### config.mk
export PLATFORM = sky130hd
export DESIGN_NAME = mem_arbiter_flat
export DESIGN_NICKNAME = d
export VERILOG_FILES = /design/src/rtl/mem_arbiter_if.sv /design/src/rtl/mem_arbiter.sv /design/src/flat_wrapper.sv
export SDC_FILE = /design/constraint.sdc
export NUM_CORES = 1
export LEC_CHECK = 0
export CAP_MARGIN = 5
export CORE_AREA = 3 3 117 119
export CTS_CLUSTER_DIAMETER = 30
export DETAILED_ROUTE_END_ITERATION = 7
export DIE_AREA = 0 0 120 122
export DONT_BUFFER_PORTS = 1
export SKIP_LAST_GASP = 1
export SYNTH_ARGS = -nofsm -noshare
export SYNTH_HDL_FRONTEND = slang
export SYNTH_SLANG_ARGS = --single-unit
### constraint.sdc
create_clock -name i_clk -period 9.3 [get_ports i_clk]
set_clock_uncertainty 0.15 [all_clocks]
set_input_delay 1.86 -clock i_clk [delete_from_list [all_inputs] [get_ports i_clk]]
set_output_delay 1.86 -clock i_clk [all_outputs]
set_load 0.1 [all_outputs]
### src/rtl/mem_arbiter_if.sv
// Client/memory bundle for the two-port memory arbiter.
// slave = arbiter side; master = the clients and memory that face it.
interface mem_arbiter_if;
  logic        o_c0_ready;
  logic [31:0] i_c0_addr;
  logic        i_c0_ren;
  logic        i_c0_wen;
  logic [31:0] i_c0_wdata;
  logic [31:0] o_c0_rdata;
  logic        o_c0_valid;

  logic        o_c1_ready;
  logic [31:0] i_c1_addr;
  logic        i_c1_ren;
  logic        i_c1_wen;
  logic [31:0] i_c1_wdata;
  logic [31:0] o_c1_rdata;
  logic        o_c1_valid;

  logic        i_mem_ready;
  logic [31:0] o_mem_addr;
  logic        o_mem_ren;
  logic        o_mem_wen;
  logic [31:0] o_mem_wdata;
  logic [31:0] i_mem_rdata;
  logic        i_mem_valid;

  modport slave (
    output o_c0_ready, o_c0_rdata, o_c0_valid,
    output o_c1_ready, o_c1_rdata, o_c1_valid,
    output o_mem_addr, o_mem_ren, o_mem_wen, o_mem_wdata,
    input  i_c0_addr, i_c0_ren, i_c0_wen, i_c0_wdata,
    input  i_c1_addr, i_c1_ren, i_c1_wen, i_c1_wdata,
    input  i_mem_ready, i_mem_rdata, i_mem_valid
  );

  modport master (
    input  o_c0_ready, o_c0_rdata, o_c0_valid,
    input  o_c1_ready, o_c1_rdata, o_c1_valid,
    input  o_mem_addr, o_mem_ren, o_mem_wen, o_mem_wdata,
    output i_c0_addr, i_c0_ren, i_c0_wen, i_c0_wdata,
    output i_c1_addr, i_c1_ren, i_c1_wen, i_c1_wdata,
    output i_mem_ready, i_mem_rdata, i_mem_valid
  );
endinterface

### src/rtl/mem_arbiter.sv
// Two-port round-robin memory arbiter: one request slot per client, one read in flight.
// Issue >=1 cycle after capture; client ready depends only on its slot register.
module mem_arbiter (
  input  logic         i_clk,
  input  logic         i_rst,
  mem_arbiter_if.slave bus
);
  typedef enum logic {IDLE, WAIT_RD} state_t;

  state_t           state_q, state_d;
  logic             owner_q, owner_d;
  logic             last_q, last_d;
  logic [1:0]       pend_q, pend_d;
  logic [1:0]       wr_q, wr_d;
  logic [1:0][31:0] addr_q, addr_d;
  logic [1:0][31:0] wdata_q, wdata_d;

  logic [1:0]       req;
  logic [1:0]       in_wr;
  logic [1:0][31:0] in_addr;
  logic [1:0][31:0] in_wdata;

  logic             issue, gnt, rsp;
  logic             mem_ren, mem_wen;
  logic [31:0]      mem_addr, mem_wdata;

  assign req      = {bus.i_c1_ren | bus.i_c1_wen, bus.i_c0_ren | bus.i_c0_wen};
  assign in_wr    = {bus.i_c1_wen, bus.i_c0_wen};
  assign in_addr  = {bus.i_c1_addr, bus.i_c0_addr};
  assign in_wdata = {bus.i_c1_wdata, bus.i_c0_wdata};

  always_ff @(posedge i_clk or posedge i_rst) begin
    if (i_rst) begin
      state_q <= IDLE;
      owner_q <= 1'b0;
      last_q  <= 1'b1;
      pend_q  <= '0;
      wr_q    <= '0;
      addr_q  <= '0;
      wdata_q <= '0;
    end else begin
      state_q <= state_d;
      owner_q <= owner_d;
      last_q  <= last_d;
      pend_q  <= pend_d;
      wr_q    <= wr_d;
      addr_q  <= addr_d;
      wdata_q <= wdata_d;
    end
  end

  always_comb begin
    state_d   = state_q;
    owner_d   = owner_q;
    last_d    = last_q;
    pend_d    = pend_q;
    wr_d      = wr_q;
    addr_d    = addr_q;
    wdata_d   = wdata_q;
    issue     = 1'b0;
    gnt       = 1'b0;
    rsp       = 1'b0;
    mem_ren   = 1'b0;
    mem_wen   = 1'b0;
    mem_addr  = 32'h0;
    mem_wdata = 32'h0;

    case (state_q)
      IDLE: begin
        if (bus.i_mem_ready && (|pend_q)) begin
          issue = 1'b1;
          // On a tie the port not granted last wins; otherwise the lone pending port.
          gnt   = (&pend_q) ? ~last_q : pend_q[1];
        end
      end
      WAIT_RD: begin
        if (bus.i_mem_valid) begin
          rsp     = 1'b1;
          state_d = IDLE;
        end
      end
      default: state_d = IDLE;
    endcase

    if (issue) begin
      pend_d[gnt] = 1'b0;
      last_d      = gnt;
      mem_ren     = ~wr_q[gnt];
      mem_wen     = wr_q[gnt];
      mem_addr    = addr_q[gnt];
      mem_wdata   = wdata_q[gnt];
      if (!wr_q[gnt]) begin
        state_d = WAIT_RD;
        owner_d = gnt;
      end
    end

    // A slot only captures while empty, so capture never collides with its own issue.
    for (int n = 0; n < 2; n++) begin
      if (!pend_q[n] && req[n]) begin
        pend_d[n]  = 1'b1;
        wr_d[n]    = in_wr[n];
        addr_d[n]  = in_addr[n];
        wdata_d[n] = in_wdata[n];
      end
    end
  end

  assign bus.o_c0_ready  = ~pend_q[0];
  assign bus.o_c1_ready  = ~pend_q[1];
  assign bus.o_c0_valid  = rsp & ~owner_q;
  assign bus.o_c1_valid  = rsp & owner_q;
  assign bus.o_c0_rdata  = (rsp && !owner_q) ? bus.i_mem_rdata : 32'h0;
  assign bus.o_c1_rdata  = (rsp && owner_q) ? bus.i_mem_rdata : 32'h0;
  assign bus.o_mem_ren   = mem_ren;
  assign bus.o_mem_wen   = mem_wen;
  assign bus.o_mem_addr  = mem_addr;
  assign bus.o_mem_wdata = mem_wdata;
endmodule

### src/flat_wrapper.sv
// flat-port wrapper written by rule: the top's interface ports become plain ports
module mem_arbiter_flat 
  (i_clk, i_rst, bus_o_c0_ready, bus_o_c0_rdata, bus_o_c0_valid, bus_o_c1_ready, bus_o_c1_rdata, bus_o_c1_valid, bus_o_mem_addr, bus_o_mem_ren, bus_o_mem_wen, bus_o_mem_wdata, bus_i_c0_addr, bus_i_c0_ren, bus_i_c0_wen, bus_i_c0_wdata, bus_i_c1_addr, bus_i_c1_ren, bus_i_c1_wen, bus_i_c1_wdata, bus_i_mem_ready, bus_i_mem_rdata, bus_i_mem_valid);
  mem_arbiter_if bus_i ();
  input  logic i_clk;
  input  logic i_rst;
  output wire logic [$bits(bus_i.o_c0_ready)-1:0] bus_o_c0_ready;
  output wire logic [$bits(bus_i.o_c0_rdata)-1:0] bus_o_c0_rdata;
  output wire logic [$bits(bus_i.o_c0_valid)-1:0] bus_o_c0_valid;
  output wire logic [$bits(bus_i.o_c1_ready)-1:0] bus_o_c1_ready;
  output wire logic [$bits(bus_i.o_c1_rdata)-1:0] bus_o_c1_rdata;
  output wire logic [$bits(bus_i.o_c1_valid)-1:0] bus_o_c1_valid;
  output wire logic [$bits(bus_i.o_mem_addr)-1:0] bus_o_mem_addr;
  output wire logic [$bits(bus_i.o_mem_ren)-1:0] bus_o_mem_ren;
  output wire logic [$bits(bus_i.o_mem_wen)-1:0] bus_o_mem_wen;
  output wire logic [$bits(bus_i.o_mem_wdata)-1:0] bus_o_mem_wdata;
  input wire logic [$bits(bus_i.i_c0_addr)-1:0] bus_i_c0_addr;
  input wire logic [$bits(bus_i.i_c0_ren)-1:0] bus_i_c0_ren;
  input wire logic [$bits(bus_i.i_c0_wen)-1:0] bus_i_c0_wen;
  input wire logic [$bits(bus_i.i_c0_wdata)-1:0] bus_i_c0_wdata;
  input wire logic [$bits(bus_i.i_c1_addr)-1:0] bus_i_c1_addr;
  input wire logic [$bits(bus_i.i_c1_ren)-1:0] bus_i_c1_ren;
  input wire logic [$bits(bus_i.i_c1_wen)-1:0] bus_i_c1_wen;
  input wire logic [$bits(bus_i.i_c1_wdata)-1:0] bus_i_c1_wdata;
  input wire logic [$bits(bus_i.i_mem_ready)-1:0] bus_i_mem_ready;
  input wire logic [$bits(bus_i.i_mem_rdata)-1:0] bus_i_mem_rdata;
  input wire logic [$bits(bus_i.i_mem_valid)-1:0] bus_i_mem_valid;
  assign bus_o_c0_ready = bus_i.o_c0_ready;
  assign bus_o_c0_rdata = bus_i.o_c0_rdata;
  assign bus_o_c0_valid = bus_i.o_c0_valid;
  assign bus_o_c1_ready = bus_i.o_c1_ready;
  assign bus_o_c1_rdata = bus_i.o_c1_rdata;
  assign bus_o_c1_valid = bus_i.o_c1_valid;
  assign bus_o_mem_addr = bus_i.o_mem_addr;
  assign bus_o_mem_ren = bus_i.o_mem_ren;
  assign bus_o_mem_wen = bus_i.o_mem_wen;
  assign bus_o_mem_wdata = bus_i.o_mem_wdata;
  assign bus_i.i_c0_addr = bus_i_c0_addr;
  assign bus_i.i_c0_ren = bus_i_c0_ren;
  assign bus_i.i_c0_wen = bus_i_c0_wen;
  assign bus_i.i_c0_wdata = bus_i_c0_wdata;
  assign bus_i.i_c1_addr = bus_i_c1_addr;
  assign bus_i.i_c1_ren = bus_i_c1_ren;
  assign bus_i.i_c1_wen = bus_i_c1_wen;
  assign bus_i.i_c1_wdata = bus_i_c1_wdata;
  assign bus_i.i_mem_ready = bus_i_mem_ready;
  assign bus_i.i_mem_rdata = bus_i_mem_rdata;
  assign bus_i.i_mem_valid = bus_i_mem_valid;
  mem_arbiter u_core (.i_clk(i_clk), .i_rst(i_rst), .bus(bus_i));
endmodule
[Word level (Yosys, flattened, before mapping)]
Cells that the tools add are included.
Word-level totals
  input port bits: 168
  word-level logic and storage cells: 66
  output and inout port bits: 134
  flip-flop bits (word level): 135
Operators by class
  bitwise operators: 11
  mux-type cells: 28
  reductions and logical operators: 14
  $lt $le $gt $ge: 2
Operators with widths (number)
  $mux 32: 8
  $mux 1: 18
  $logic_and 1x1->1: 6
  $not 1->1: 5
  $reduce_and 2->1: 2
  $reduce_bool 2->1: 2
  $logic_not 1->1: 3
  $and 1x1->1: 2
  $and 2x2->2: 1
  $lt 1x2->1 const B: 1
  $mux 2: 1
  $not 2->2: 1
  $or 1x1->1: 2
  $reduce_or 2->1: 1
  $demux 1 s1: 1
  $ge 1x1->1 const B: 1

[Longest topological paths before layout]
Gate-level depths: netlist of run 1.
  depth after elaboration: 12
  mapped depth: 5
  depth with buffers taken out: 3

[Worst setup path after synthesis of run 1]
OpenSTA, ideal clock, no wires.
  path type: input -> output
  start point: in bus_i_mem_ready
  end point: out bus_o_mem_wen
  arrival time: 4.481 ns
  cell stages on the path: 4
  buffers on the path: 1
  required time: 7.290 ns
  path slack: 2.809 ns
  path through: nand2b_1 > nor2_2 > buf_4 > a21boi_0
Between the ends
  longest elaborated chain between the ends: 6
  elaborated cells on any way between the ends: 8
  classes of those cells: mux (7); reduce/logical (1)
RTL lines
  start, declared: line flat_wrapper.sv:25  | input wire logic [$bits(bus_i.i_mem_ready)-1:0] bus_i_mem_ready;
  $logic_and 1x1->1 *: line mem_arbiter.sv:70  | if (bus.i_mem_ready && (|pend_q)) begin
  $mux 1: line mem_arbiter.sv:70
  $mux 1: line mem_arbiter.sv:68  | case (state_q)
  $mux 1 (implied by the code) (2 in series): line mem_arbiter.sv:89  | mem_wen = wr_q[gnt];
  $mux 1 *: line mem_arbiter.sv:85  | if (issue) begin
  end, declared: line flat_wrapper.sv:15  | output wire logic [$bits(bus_i.o_mem_wen)-1:0] bus_o_mem_wen;
Mark *: on every way between the ends. The rest lies on a longest branch, timed or not. The select of a mux whose other input is x is not followed.

[Worst setup path in the final report of run 1]
Same ends and word-level chain as after synthesis.

==> impl_metrics.xml, run 1 <==
<?xml version="1.0" encoding="UTF-8"?>
<metrics>
  <group name="placement">
    <metric name="post-dp-hpwl" unit="µm">10900</metric>
    <metric name="placement.io_buffers" unit="">0</metric>
    <metric name="dpl.cell_count" unit="">604</metric>
    <metric name="gp_routability_congestion" unit="">0.765</metric>
  </group>
  <group name="critical_path">
    <metric name="reg_to_reg_start" unit="">u_core.pend_q[0]</metric>
    <metric name="rr_endpoint" unit="">u_core.addr_q[15]</metric>
    <metric name="signal_arrival_time_at_the_worst_endpoint" unit="ns">4.23</metric>
    <metric name="reg2regPathDepth" unit="">4</metric>
    <metric name="cp_cell_sequence" unit="">nand2b_1 -&gt; nor2_4 -&gt; buf_4 -&gt; a21boi_2</metric>
    <metric name="cp_max_fo" unit="">35</metric>
    <metric name="criticalPathCategory" unit="">input pin to primary output</metric>
    <metric name="worstSetupStartpointType" unit="">input pin</metric>
    <metric name="critical_path_required" unit="ns">7.29</metric>
    <metric name="critPathSlowestCell" unit="">sky130_fd_sc_hd__a21boi_2</metric>
    <metric name="critical-path-max-stage-delay" unit="ns">0.96</metric>
    <metric name="worst-r2r-setup-slack" unit="ns">6.72</metric>
    <metric name="endpoint_kind" unit="">primary output</metric>
  </group>
  <group name="timing">
    <metric name="timing.final.crit_period" unit="ns">6.24</metric>
    <metric name="post-route-period-util" unit="%">67.1</metric>
    <metric name="slew_violations" unit="">0</metric>
    <metric name="setup_total_negative_slack" unit="ns">0</metric>
    <metric name="timing_hold_violations_final" unit="">0</metric>
    <metric name="setup_repair_after_global_routing_missed_its_margin" unit="">false</metric>
    <metric name="maxSlewHeadroom" unit="%">21.9</metric>
    <metric name="achievable-frequency" unit="MHz">160</metric>
    <metric name="setup_viol" unit="">0</metric>
    <metric name="tightestPinTransition" unit="ns">1.16</metric>
  </group>
  <group name="final_layout">
    <metric name="layout-drive-gt1-share" unit="%">49.4</metric>
    <metric name="non_filler_cells_final" unit="">637</metric>
    <metric name="finish.net_count" unit="">619</metric>
    <metric name="area_delta_synth_final" unit="%">9.19</metric>
  </group>
  <group name="route">
    <metric name="vias_per_cell" unit="">6.19</metric>
    <metric name="drtIter0Drc" unit="">249</metric>
    <metric name="drt.antenna.violating_nets" unit="">0</metric>
    <metric name="finalWirelength" unit="µm">16200</metric>
    <metric name="vias" unit="">3940</metric>
    <metric name="firstDrtPassIters" unit="">7</metric>
    <metric name="routed_wire_length_per_instance" unit="µm">25.4</metric>
    <metric name="drc_errors" unit="">0</metric>
  </group>
  <group name="clocking">
    <metric name="clk-insertion-delay-late" unit="ns">0.41</metric>
    <metric name="cts_num_sinks" unit="">135</metric>
    <metric name="cts-htree-levels" unit="">4</metric>
    <metric name="root_buffer" unit="">sky130_fd_sc_hd__clkbuf_16</metric>
    <metric name="cts_buffer_count" unit="">17</metric>
    <metric name="post_cts.repair.setup_buffers" unit="">0</metric>
    <metric name="ctsHoldBuffers" unit="">0</metric>
    <metric name="clk_pin_slew_worst_paths" unit="ns">0.05</metric>
    <metric name="cts_max_path_buffers" unit="">2</metric>
    <metric name="cts_tree" unit="">built</metric>
    <metric name="ctsResizeCount" unit="">0</metric>
  </group>
  <group name="hold_path">
    <metric name="hp-class" unit="">register to register</metric>
    <metric name="timing.hold.worst_path_depth" unit="">1</metric>
    <metric name="worst_hold_startpoint" unit="">u_core.addr_q[56]</metric>
    <metric name="timing.hold.worst_endpoint" unit="">u_core.addr_q[56]</metric>
  </group>
  <group name="global_routing">
    <metric name="grt_pass1_wl" unit="µm">24100</metric>
    <metric name="grt.total_usage" unit="%">21.9</metric>
    <metric name="number_of_global_route_vias_before_repair" unit="">4090</metric>
    <metric name="antenna_found_initial" unit="">1</metric>
    <metric name="grt_max_degree" unit="">80</metric>
    <metric name="overflow" unit="">0</metric>
  </group>
  <group name="logic_synthesis">
    <metric name="syn-cell-area" unit="µm²">6420</metric>
    <metric name="syn-mean-instance-area" unit="µm²">13.8</metric>
    <metric name="synth.distinct_cells" unit="">28</metric>
    <metric name="synth_nets" unit="">634</metric>
    <metric name="ys_top_cells_by_area" unit="">sky130_fd_sc_hd__dfrtp_1 (52%), sky130_fd_sc_hd__mux2_2 (23%), sky130_fd_sc_hd__o221a_2 (10%)</metric>
    <metric name="ffs_w_async_s_r_synth" unit="%">100</metric>
    <metric name="synthDominantCellAreaShare" unit="%">52.2</metric>
    <metric name="synth_enable_flop_cells" unit="">0</metric>
    <metric name="post-synth-top-area-cell" unit="">sky130_fd_sc_hd__dfrtp_1</metric>
    <metric name="primary_flip_flop_cell_chosen_by_synthesis_mapping" unit="">sky130_fd_sc_hd__dfrtp_1</metric>
    <metric name="synth_seq_area_share" unit="%">52.6</metric>
    <metric name="synth-warning-count" unit="">0</metric>
    <metric name="synthesis.instances" unit="">466</metric>
    <metric name="synth_seq_cells" unit="">135</metric>
  </group>
  <group name="flow_run">
    <metric name="max_capacitance_violation_count" unit="">0</metric>
  </group>
  <group name="floorplanning">
    <metric name="initial_standard_cell_utilization_of_the_core" unit="%">50.7</metric>
    <metric name="die_area" unit="µm²">14600</metric>
    <metric name="die_height" unit="µm">122</metric>
    <metric name="rows" unit="">41</metric>
    <metric name="placeableCoreArea" unit="µm²">12700</metric>
    <metric name="die_extent_in_x" unit="µm">120</metric>
    <metric name="top_level_ports" unit="">302</metric>
  </group>
  <group name="status">
    <metric name="result_of_the_run" unit="">finished clean</metric>
  </group>
</metrics>
[cell families after synthesis]
logic type,Yosys count,synth area share (%)
mux,130,22.8
compound gates,76,12.6
buf+inv,46,4.67
simple gates,79,7.32
flops,135,52.6
[cells in the final DEF (no fill, tap or decap), drive strengths merged]
master / n
and3: 2
inv: 5
clkinv: 1
and2: 64
nand2: 7
clkinvlp: 1
o31ai: 1
o221a: 64
o21ai: 6
dfrtp: 134
nor2b: 1
a21bo: 1
o2111ai: 1
nor2: 3
mux2: 130
clkbuf: 29
a32o: 1
nand2b: 1
dfstp: 1
bufinv: 1
buf: 7
diode: 1
a21boi: 2
nand3: 1
[through the flow]
step | worst slack [ns] | area [µm²] | util, % | hold WS [ns]
2_1_floorplan | 2.81 | 6420 | - | 0.329
3_3_place_gp | 3.10 | 6460 | 51.0 | 0.338
3_5_place_dp | 3.06 | 6460 | 51.0 | 0.344
4_1_cts | 3.09 | 7010 | 55.3 | 0.356
5_1_grt | 2.91 | 7010 | 55.4 | 0.361
6_report | 3.06 | 7010 | 55.4 | 0.354
[routing by layer]
layer | global-route usage, % | vias up | part of all wire (%)
li1 | - | 1709 | -
met1 | 26.9 | 2026 | 39
met2 | 35.4 | 186 | 51
met3 | 8.36 | 19 | 8.8
met4 | 8.02 | 0 | 1.6
met5 | 0 | - | 0
[cell type report]
class                      count  area (µm²)
tap                          172         215
inverter                       5        21.3
antenna                        1        2.50
fill                        1072        5660
timing repair buffer           7        52.6
clock inverter                 3        42.5
clock buffer                  29         510
multi-input combinational    285        2790
sequential                   135        3380
[flip-flops by register name, summed over array words and instances, names as in the netlist]
name	flops
u_core.owner_q	1
u_core.wr_q	2
u_core.last_q	1
u_core.wdata_q	64
u_core.addr_q	64
u_core.state_q	1
u_core.pend_q	2
[cells in the mapped netlist, drive strengths merged (2+ instances only)]
cell	number
dfrtp	134
mux2	130
and2	64
o221a	64
buf	34
clkbuf	7
nand2	7
o21ai	6
inv	5
nor2	3
a21boi	2
and3	2
[worst max-delay path by stage]
stage,from,endpoint,slack [ns]
2_1_floorplan,bus_i_mem_ready,bus_o_mem_wen,2.81
3_3_place_gp,bus_i_mem_ready,bus_o_mem_wen,3.10
3_5_place_dp,bus_i_mem_ready,bus_o_mem_wen,3.06
4_1_cts,bus_i_mem_ready,bus_o_mem_wen,3.09
5_1_grt,bus_i_mem_ready,bus_o_mem_wen,2.91
6_report,bus_i_mem_ready,bus_o_mem_wen,3.06
[critical path, delay by kind of cell]
family,cells,cell delay (ns)
AOI/OAI and AO/OA,1,0.96
buffers and inverters,1,0.48
and+or+nand+nor,2,0.90
Power of run 1 is left out: the tool's default activity adds up to more than one toggle a clock period on the data nets, which glitch-free logic cannot reach.
==> run 2, diff against run 1 <==
CORE_AREA = 3 3 115 117   (was 3 3 117 119)
DIE_AREA = 0 0 118 120   (was 0 0 120 122)
PLACE_DENSITY = 0.67   (was unset)
clock period = 6.2 ns   (was 9.3 ns; I/O delays follow)
==> run 2 against run 1 <==
Against the previous run:
- die area is 3.3% lower
- critical path type unchanged
- non-clock buffer count is 1 higher
- count of clock-buffer cells in the layout is 7 lower
- routed wire length is 7.5% higher
- critical endpoint is now bus_o_mem_wdata[1]
- final cell count is 0.16% higher
- final area is 1.6% higher
==> impl_metrics.xml, run 2 (synthesized netlist as in run 1, its figures left out) <==
<?xml version="1.0" encoding="UTF-8"?>
<metrics>
  <group name="placement">
    <metric name="placement.io_buffers" unit="">0</metric>
    <metric name="gp_routability_congestion" unit="">0.748</metric>
    <metric name="placement.setup.worst_slack" unit="ns">1.58</metric>
    <metric name="post-dp-hpwl" unit="µm">12100</metric>
  </group>
  <group name="critical_path">
    <metric name="criticalPathCategory" unit="">input pin to primary output</metric>
    <metric name="path_delay_family" unit="">compound AO/OA/AOI/OAI gates</metric>
    <metric name="worstSetupStartpointType" unit="">input pin</metric>
    <metric name="critical-path-max-stage-delay" unit="ns">0.92</metric>
    <metric name="endpoint_kind" unit="">primary output</metric>
    <metric name="critPathSlowestCell" unit="">sky130_fd_sc_hd__o221a_1</metric>
    <metric name="critical_path_required" unit="ns">4.81</metric>
    <metric name="cp_cell_sequence" unit="">nand2b_1 -&gt; nor2_4 -&gt; buf_4 -&gt; o221a_1</metric>
    <metric name="cp_max_fo" unit="">26</metric>
    <metric name="crit_path_buf_inv_count" unit="">1</metric>
    <metric name="signal_arrival_time_at_the_worst_endpoint" unit="ns">3.25</metric>
  </group>
  <group name="clocking">
    <metric name="root_buffer" unit="">sky130_fd_sc_hd__clkbuf_16</metric>
    <metric name="ctsResizeCount" unit="">0</metric>
    <metric name="ctsHoldBuffers" unit="">0</metric>
    <metric name="cts_tree" unit="">built</metric>
    <metric name="cts_buffer_count" unit="">17</metric>
    <metric name="cts_num_sinks" unit="">135</metric>
    <metric name="clk_pin_slew_worst_paths" unit="ns">0.05</metric>
    <metric name="clk-insertion-delay-late" unit="ns">0.41</metric>
    <metric name="cts-htree-levels" unit="">4</metric>
    <metric name="cts_max_path_buffers" unit="">2</metric>
    <metric name="post_cts.repair.setup_buffers" unit="">0</metric>
  </group>
  <group name="route">
    <metric name="drc_errors" unit="">0</metric>
    <metric name="finalWirelength" unit="µm">17400</metric>
    <metric name="vias_per_cell" unit="">6.37</metric>
    <metric name="firstDrtPassIters" unit="">4</metric>
    <metric name="vias" unit="">4067</metric>
    <metric name="routed_wire_length_per_instance" unit="µm">27.2</metric>
    <metric name="drtIter0Drc" unit="">258</metric>
    <metric name="drt.antenna.violating_nets" unit="">0</metric>
  </group>
  <group name="floorplanning">
    <metric name="die_extent_in_x" unit="µm">118</metric>
    <metric name="placeableCoreArea" unit="µm²">12500</metric>
    <metric name="initial_standard_cell_utilization_of_the_core" unit="%">51.5</metric>
    <metric name="die_area" unit="µm²">14200</metric>
    <metric name="top_level_ports" unit="">302</metric>
    <metric name="die_height" unit="µm">120</metric>
    <metric name="rows" unit="">41</metric>
  </group>
  <group name="timing">
    <metric name="maxSlewHeadroom" unit="%">16.4</metric>
    <metric name="achievable-frequency" unit="MHz">216</metric>
    <metric name="timing.final.crit_period" unit="ns">4.64</metric>
    <metric name="tightestPinTransition" unit="ns">1.25</metric>
    <metric name="post-route-period-util" unit="%">74.8</metric>
    <metric name="setup_total_negative_slack" unit="ns">0</metric>
    <metric name="setup_viol" unit="">0</metric>
    <metric name="timing_hold_violations_final" unit="">0</metric>
    <metric name="setup_repair_after_global_routing_missed_its_margin" unit="">false</metric>
    <metric name="worst_slack" unit="ns">1.56</metric>
    <metric name="slew_violations" unit="">0</metric>
  </group>
  <group name="final_layout">
    <metric name="area_delta_synth_final" unit="%">11.0</metric>
    <metric name="layout-drive-gt1-share" unit="%">50.5</metric>
    <metric name="reg.largest.list" unit="">u_core.addr_q (64), u_core.wdata_q (64)</metric>
    <metric name="finish.net_count" unit="">620</metric>
    <metric name="layout.cells.most_common" unit="">sky130_fd_sc_hd__dfrtp_1</metric>
    <metric name="mostFrequentLayoutCells" unit="">sky130_fd_sc_hd__dfrtp_1 (134), sky130_fd_sc_hd__mux2_2 (130), sky130_fd_sc_hd__and2_1 (64)</metric>
  </group>
  <group name="global_routing">
    <metric name="number_of_global_route_vias_before_repair" unit="">4301</metric>
    <metric name="grt_pass1_wl" unit="µm">25700</metric>
    <metric name="grt.total_usage" unit="%">24.1</metric>
    <metric name="antenna_found_initial" unit="">1</metric>
    <metric name="grt_max_degree" unit="">93</metric>
    <metric name="overflow" unit="">0</metric>
  </group>
  <group name="flow_run">
    <metric name="max_capacitance_violation_count" unit="">0</metric>
  </group>
  <group name="status">
    <metric name="result_of_the_run" unit="">finished clean</metric>
  </group>
  <group name="hold_path">
    <metric name="hp-class" unit="">register to register</metric>
  </group>
</metrics>
## run 2: final timing paths
check	startpoint	endpoint	slack [ns]	cells past startpoint
worst max-delay path	bus_i_mem_ready	bus_o_mem_wdata[1]	1.56	4
worst min-delay path	u_core.wdata_q[51]	u_core.wdata_q[51]	0.36	1
worst max register to register	u_core.pend_q[0]	u_core.wdata_q[5]	3.44	4
worst min register to register	u_core.wdata_q[51]	u_core.wdata_q[51]	0.36	1
max in group asynchronous	i_rst	u_core.last_q	4.11	2
min in group asynchronous	i_rst	u_core.wdata_q[8]	0.71	1
## run 2: layer usage
| metal | share of wire, % | GRT usage (%) | up-vias |
|---|---|---|---|
| met5 | 0 | 0 | - |
| met2 | 53 | 42.5 | 209 |
| li1 | - | - | 1704 |
| met3 | 7.5 | 7.92 | 38 |
| met4 | 3.9 | 13.1 | 0 |
| met1 | 35 | 25.5 | 2116 |
## run 2: layout make-up
class                   count  area, µm²
multi-input cells         285       2790
diodes                      1       2.50
fillers                  1008       5340
clock buffers              22        464
well taps                 172        215
clock inverters            10        193
flip-flops and latches    135       3380
inverters                   5       23.8
repair buffers              8       60.1
## run 2: per-stage QoR
step           utilization (%)  hold WS (ns)  cells  area, µm²
2_1_floorplan                -         0.329    466       6420
3_3_place_gp              51.9         0.338    605       6470
3_5_place_dp              51.9         0.344    605       6470
4_1_cts                   57.2         0.357    637       7130
5_1_grt                   57.2         0.364    638       7130
6_report                  57.2         0.356    638       7130
Power of run 2 is left out for the same reason.
